===== src/rtl/ros2rapper_tx_scheduler.sv =====
// ros2rapper_tx_scheduler: picks an eligible RTPS submessage kind, starts the packet generator,
// waits for completion (with optional timeout), then re-arms the counters. ROS2_TX_SCHED_RR_EN selects round-robin.
module ros2rapper_tx_scheduler #(
    parameter int NUM_KINDS    = 8,
    parameter int DONE_TIMEOUT = 4096
) (
    input  logic       i_clk,
    input  logic       i_rst_n,
    input  logic       i_enable,
    input  logic       i_remote_found,
    input  logic       i_pub_an_req,
    input  logic       i_sub_an_req,
    input  logic       i_app_data_rdy,
    input  logic       i_cnt_interval_elapsed,
    input  logic       i_cnt_spdp_wr_elapsed,
    input  logic       i_cnt_sedp_pub_wr_elapsed,
    input  logic       i_cnt_sedp_sub_wr_elapsed,
    input  logic       i_cnt_sedp_pub_hb_elapsed,
    input  logic       i_cnt_sedp_sub_hb_elapsed,
    input  logic       i_cnt_sedp_pub_an_elapsed,
    input  logic       i_cnt_sedp_sub_an_elapsed,
    input  logic       i_cnt_app_wr_elapsed,
    output logic       o_cnt_interval_set,
    output logic       o_cnt_spdp_wr_set,
    output logic       o_cnt_sedp_pub_wr_set,
    output logic       o_cnt_sedp_sub_wr_set,
    output logic       o_cnt_sedp_pub_hb_set,
    output logic       o_cnt_sedp_sub_hb_set,
    output logic       o_cnt_sedp_pub_an_set,
    output logic       o_cnt_sedp_sub_an_set,
    output logic       o_cnt_app_wr_set,
    output logic       o_tx_start,
    output logic [2:0] o_tx_kind,
    input  logic       i_tx_ready,
    input  logic       i_tx_done,
    output logic       o_busy,
    output logic       o_timeout
);
    localparam int CW = (DONE_TIMEOUT > 1) ? $clog2(DONE_TIMEOUT) : 1;
    localparam logic [CW-1:0] TO_LAST = CW'(DONE_TIMEOUT - 1);

    typedef enum logic [1:0] {IDLE, START, WAIT, REARM} state_t;

    state_t               state_q, state_d;
    logic [2:0]           kind_q, kind_d, ptr, sel;
    logic [CW-1:0]        cnt_q, cnt_d;
    logic [NUM_KINDS-1:0] elapsed, elig, set_vec;

    assign elapsed = {i_cnt_app_wr_elapsed, i_cnt_sedp_sub_an_elapsed, i_cnt_sedp_pub_an_elapsed,
                      i_cnt_sedp_sub_hb_elapsed, i_cnt_sedp_pub_hb_elapsed, i_cnt_sedp_sub_wr_elapsed,
                      i_cnt_sedp_pub_wr_elapsed, i_cnt_spdp_wr_elapsed};
    assign elig = elapsed & {i_remote_found & i_app_data_rdy, i_remote_found & i_sub_an_req,
                             i_remote_found & i_pub_an_req, {4{i_remote_found}}, 1'b1};

`ifdef ROS2_TX_SCHED_RR_EN
    logic [2:0] ptr_q;
    always_ff @(posedge i_clk or negedge i_rst_n)
        if (!i_rst_n) ptr_q <= '0;
        else if (state_q == REARM) ptr_q <= kind_q + 3'd1;
    assign ptr = ptr_q;
`else
    assign ptr = '0;
`endif

    // Scan from the far end so the eligible kind nearest the pointer wins.
    always_comb begin
        sel = '0;
        for (int k = NUM_KINDS - 1; k >= 0; k--)
            if (elig[ptr + 3'(k)]) sel = ptr + 3'(k);
    end

    always_comb begin
        state_d   = state_q;
        kind_d    = kind_q;
        cnt_d     = cnt_q;
        o_timeout = 1'b0;
        case (state_q)
            IDLE:
                if (i_enable && i_cnt_interval_elapsed && |elig) begin
                    kind_d  = sel;
                    state_d = START;
                end
            START:
                if (i_tx_ready) begin
                    cnt_d   = '0;
                    state_d = WAIT;
                end
            WAIT:
                if (i_tx_done) state_d = REARM;
                else if (DONE_TIMEOUT != 0 && cnt_q == TO_LAST) begin
                    o_timeout = 1'b1;
                    state_d   = REARM;
                end else cnt_d = cnt_q + CW'(1);
            default: state_d = IDLE;
        endcase
    end

    always_ff @(posedge i_clk or negedge i_rst_n)
        if (!i_rst_n) begin
            state_q <= IDLE;
            kind_q  <= '0;
            cnt_q   <= '0;
        end else begin
            state_q <= state_d;
            kind_q  <= kind_d;
            cnt_q   <= cnt_d;
        end

    assign o_tx_start         = state_q == START;
    assign o_tx_kind          = kind_q;
    assign o_busy             = state_q != IDLE;
    assign o_cnt_interval_set = state_q == REARM;
    assign set_vec            = (state_q == REARM) ? {{(NUM_KINDS-1){1'b0}}, 1'b1} << kind_q : '0;
    assign o_cnt_spdp_wr_set     = set_vec[0];
    assign o_cnt_sedp_pub_wr_set = set_vec[1];
    assign o_cnt_sedp_sub_wr_set = set_vec[2];
    assign o_cnt_sedp_pub_hb_set = set_vec[3];
    assign o_cnt_sedp_sub_hb_set = set_vec[4];
    assign o_cnt_sedp_pub_an_set = set_vec[5];
    assign o_cnt_sedp_sub_an_set = set_vec[6];
    assign o_cnt_app_wr_set      = set_vec[7];
endmodule


===== config.mk =====
export PLATFORM = sky130hd
export DESIGN_NAME = ros2rapper_tx_scheduler
export DESIGN_NICKNAME = d
export VERILOG_FILES = /design/src/rtl/ros2rapper_tx_scheduler.sv
export SDC_FILE = /design/constraint.sdc
export NUM_CORES = 1
export LEC_CHECK = 0
export BUFFER_PORTS_ARGS = -buffer_cell sky130_fd_sc_hd__buf_2
export CORE_ASPECT_RATIO = 1.75
export CORE_UTILIZATION = 32
export CTS_CLUSTER_DIAMETER = 100
export DETAILED_ROUTE_END_ITERATION = 8
export PLACE_DENSITY = 0.6
export REMOVE_ABC_BUFFERS = 1
export SETUP_SLACK_MARGIN = 0.4
export SYNTH_ARGS = -nofsm -noshare
export SYNTH_HDL_FRONTEND = slang
export SYNTH_SLANG_ARGS = --single-unit

===== constraint.sdc =====
create_clock -name i_clk -period 4 [get_ports i_clk]
set_input_delay 0.8 -clock i_clk [delete_from_list [all_inputs] [get_ports i_clk]]
set_output_delay 0.8 -clock i_clk [all_outputs]
set_load 0.01 [all_outputs]

# Word level (Yosys, flattened, before mapping)
# Index checks and enable logic that the tools add are counted.
# W data, S select, Z words.
# totals
regBits,17
inputBits,18
output_inout_bits,15
word_cells,48
# classes
n_addsub,1
n_eq_ne,9
shifts,1
muxes,21
n_bitwise,4
reduce_logical,9
# ops
op,n
$mux W12,3
$mux W3,8
$pmux W12 S2,1
$add A12 B1 Y12 const B,1
$eq A12 B12 Y1 const B,1
$and A8 B8 Y8,1
$mux W2,4
$mux W8,1
$reduce_or A8 Y1,1
$shl A1 B3 Y8 const A,1
$ne A2 B2 Y1 const B,3
$pmux W2 S3,1
$eq A2 B2 Y1 const B,2
$reduce_and A4 Y1,1
$reduce_bool A2 Y1,2
$and A1 B1 Y1,3
$mux W1,3
$ne A3 B3 Y1 const B,1
$reduce_and A3 Y1,1
$eq A2 B1 Y1 const B,1
$logic_and A1 B1 Y1,2
$logic_not A2 Y1,1
$ne A2 B1 Y1 const B,1
$reduce_and A2 Y1,1

# Depth between registers and ports, before layout
# depth
ltp_word,10
ltp_mapped,8

# Worst setup path before layout
# OpenSTA, ideal clock, no wires.
# synth_path
path_kind,reg2out
start,register cnt_q[0]
end,output port o_timeout
arrival_time_ps,1265
required_ps,3200
path_slack_ps,1935
path_stages_with_launch,6
path_buffers,0
cell_sequence,dfrtp_1 -> ha_1 -> and4_4 -> nor2b_4 -> nand4_4 -> nor2_1
# synth_between
elab_chain_cells,4
# synth_lines
item,line_no,source
from (decl),46,"logic [CW-1:0] cnt_q, cnt_d;"
from (signal assigned),106,cnt_q <= cnt_d;
$eq A12 B12 Y1,90,else if (DONE_TIMEOUT != 0 && cnt_q == TO_LAST) begin
$mux W1,90,
$mux W1,89,if (i_tx_done) state_d = REARM;
$mux W1,77,case (state_q)
to (decl),37,output logic o_timeout
# Every way passes these cells.

# Worst setup path after layout
# Same ends and word-level chain as after synthesis.

==> impl_metrics.tcl <==
set metrics [dict create \
    synthTopCellsByArea "dfrtp_1 37%, ha_1 5.5%, o21ai_0 4.8%, nand2_1 4.6%, o31ai_1 4.6%" \
    setup_viol 0 \
    netlist_instances 126 \
    setup.worst_path.start_class "flip-flop" \
    grt_max_degree 18 \
    slew-limit-headroom_pct 70.8 \
    holdBufCountCts 0 \
    status "complete, no violations" \
    dieArea_sq_mm 0.00380 \
    num_antenna_cells 0 \
    start_util_pct 33.4 \
    cts_root_buffer "clkbuf_8" \
    setup.worst_path.end_class "output port" \
    vdd_drop_max_v 0.000315 \
    dr.pass1.iters 4 \
    drive_gt1_share_pct 27.2 \
    grt_overflow 0 \
    cts-resized-gates 0 \
    cts_sinks 17 \
    max_cap_viol_count 0 \
    cts.path.max_buffers 2 \
    hp-class "in2async" \
    die_w_um 47.0 \
    yosysSeqAreaShare_pct 37.4 \
    crit_chain "ha_1, and4_4, nor2b_4, nand4_4, nor2_1, buf_2" \
    drc 0 \
    syn_area_per_cell_sq_um 9.02 \
    crit_family "simple AND/OR/NAND/NOR gates" \
    drv_slew 0 \
    rows 28 \
    yosys.area_share.adder_pct 5.51 \
    p_leak_nw 0.630 \
    ys_ff_latch 17 \
    io_buffers 32 \
    numCtsBuffers 3 \
    min_period_over_period_pct 62.6 \
    final_util_pct 40.7 \
    grt_pass1_wl_um 4400 \
    async_reset_ff_share_pct 100 \
    path_clk_slew_ns 0.07 \
    path_buf_inv 1 \
    crit_required_ns 3.20 \
    multi_input_comb_area_sq_um 674 \
    wl_met3_um 105 \
    vias 1034 \
    ys_warn_count 0 \
    dpl.hpwl_um 1990 \
    finClkSkew_ns 0.00513 \
    synth_simple_gate_area_share_pct 26.7 \
    synth_top_family_by_area "simple AND/OR/NAND/NOR gates" \
    fin_crit_ns 2.50 \
    rrSetupSlack_ns 1.96 \
    die_h_um 80.8 \
    grt_pass1_vias 989 \
    h-tree-depth 1 \
    synth_flop_cell "dfrtp_1" \
    synth_top_cell_by_area "dfrtp_1" \
    hold_viol 0 \
    wl_per_cell_um 12.8 \
    globalRouteTotalUtil_pct 15.7 \
    fmax_mhz 399 \
    top_layer_used "met4" \
    p_per_area_mw_per_mm2 499 \
    slowest_stage "dfrtp_1" \
    post_cts_buffers 0 \
    cts_tree "yes" \
    synth-compound-area-share_pct 24.6 \
    path_max_fanout 4 \
    wl_met1_um 1130 \
    seq_area_sq_um 425 \
    totalNegativeSetupSlack_ns 0 \
    io_pins 33 \
    nFillCells 346 \
    clk_latency_ns 0.25 \
    wl_met2_um 1330 \
    synth-edff-count 0 \
    dpl.cell_count 199 \
    synth_top_area_share_pct 37.4 \
    fp.coreArea_sq_mm 0.00340 \
    synth.area.mux_share_pct 1.87 \
    arrival_ns 1.70 \
    instances_no_fill 203 \
    nets 182 \
    drtIter0Drc 22 \
    detail-route-antenna-nets 0 \
    worst_pin_slew_ns 0.437 \
    area_growth_pct 21.8 \
    rsz0062_at_grt "no" \
    wirelength_um 2600 \
    gp_congestion 0.811 \
    worst-setup-path-type "reg2out" \
    max_stage_delay_ns 0.39 \
    synth-xor-area-share_pct 0.771 \
    synth.cell_area_sq_mm 0.00114 \
    viasPerCell 5.09 \
    grt_antenna_before_repair 0 \
    yosysUniqueCellTypes 37 \
]
Yosys cell counts (2+ instances only):
| library cell | instances |
|---|---|
| o21a_1 | 2 |
| inv_1 | 5 |
| ha_1 | 5 |
| nand2_1 | 14 |
| and2_1 | 5 |
| o41ai_1 | 3 |
| nor2b_1 | 4 |
| o21ai_0 | 11 |
| buf_2 | 2 |
| clkbuf_1 | 2 |
| nand3_1 | 2 |
| o21bai_1 | 2 |
| nor2_1 | 11 |
| a21oi_1 | 3 |
| o31ai_1 | 7 |
| nor3_1 | 5 |
| nand2b_1 | 6 |
| nand4_4 | 2 |
| dfrtp_1 | 17 |
metrics by stage:
stage / area [sq um] / total power [mW] / hold slack, ns / setup slack (ns)
floorplan: 1120 / 0.457 / 0.468 / 1.94
global placement: 1340 / 0.554 / 0.505 / 1.83
detailed placement: 1340 / 0.563 / 0.506 / 1.79
CTS: 1380 / 0.699 / 0.475 / 1.49
global route: 1380 / 0.754 / 0.484 / 1.34
finish: 1380 / 0.691 / 0.463 / 1.50
final timing paths:
check / start / end / cells past startpoint
max in group asynchronous: i_rst_n / cnt_q[11] / 1
min reg2reg: cnt_q[4] / cnt_q[4] / 1
max reg2reg: state_q[0] / cnt_q[9] / 6
min in group i_clk: cnt_q[4] / cnt_q[4] / 1
max: cnt_q[0] / o_timeout / 6
min: i_rst_n / cnt_q[7] / 1
layout by cell type (no fill, tap or decap), drive strengths merged, types with 6 or more instances in the layout:
| cell type | n |
|---|---|
| buf | 32 |
| dfrtp | 17 |
| nand2 | 14 |
| o21ai | 12 |
| nor2 | 11 |
| o31ai | 7 |
| nand2b | 6 |
worst reg2reg max path, stage by stage, from the launching register on:
cell and delay (ns):
dfrtp_1 0.43, inv_1 0.10, ha_1 0.43, mux2i_1 0.17
nor2_1 0.16, nand2_1 0.27, o41ai_1 0.38
cell families (layout without fill, tap and decap cells):
family / Yosys count / in the layout
AO/OA/AOI/OAI: 39 / 39
AND/OR/NAND/NOR: 53 / 53
flip-flops: 17 / 17
adder cells (fa/ha/maj): 5 / 5
buffers and inverters: 9 / 41
multiplexers: 2 / 2
XOR/XNOR: 1 / 1
per-layer routing:
layer | GRT usage, % | vias to the layer above
li1 | - | 524
met5 | 0 | -
met4 | 7.43 | 0
met2 | 26.0 | 30
met1 | 19.0 | 476
met3 | 2.67 | 4
state kept, by name, indices dropped and copies added, names as in the netlist:
register / count
o_tx_kind: 3
state_q: 2
cnt_q: 12
where the power goes:
| part | internal, mW | switching [mW] |
|---|---|---|
| Sequential | 0.204 | 0.0386 |
| Clock | 0.0700 | 0.0626 |
| Combinational | 0.139 | 0.176 |
| Total | 0.413 | 0.278 |
final cells by class:
class | count | share of cell area (%)
clock buffer | 3 | 2.98
clock inverter | 1 | 0.542
inverter | 5 | 1.36
multi-input combinational | 100 | 48.7
sequential | 17 | 30.7
tap | 45 | 4.07
timing repair buffer | 32 | 11.6
(Power assumes the default switching activity.)
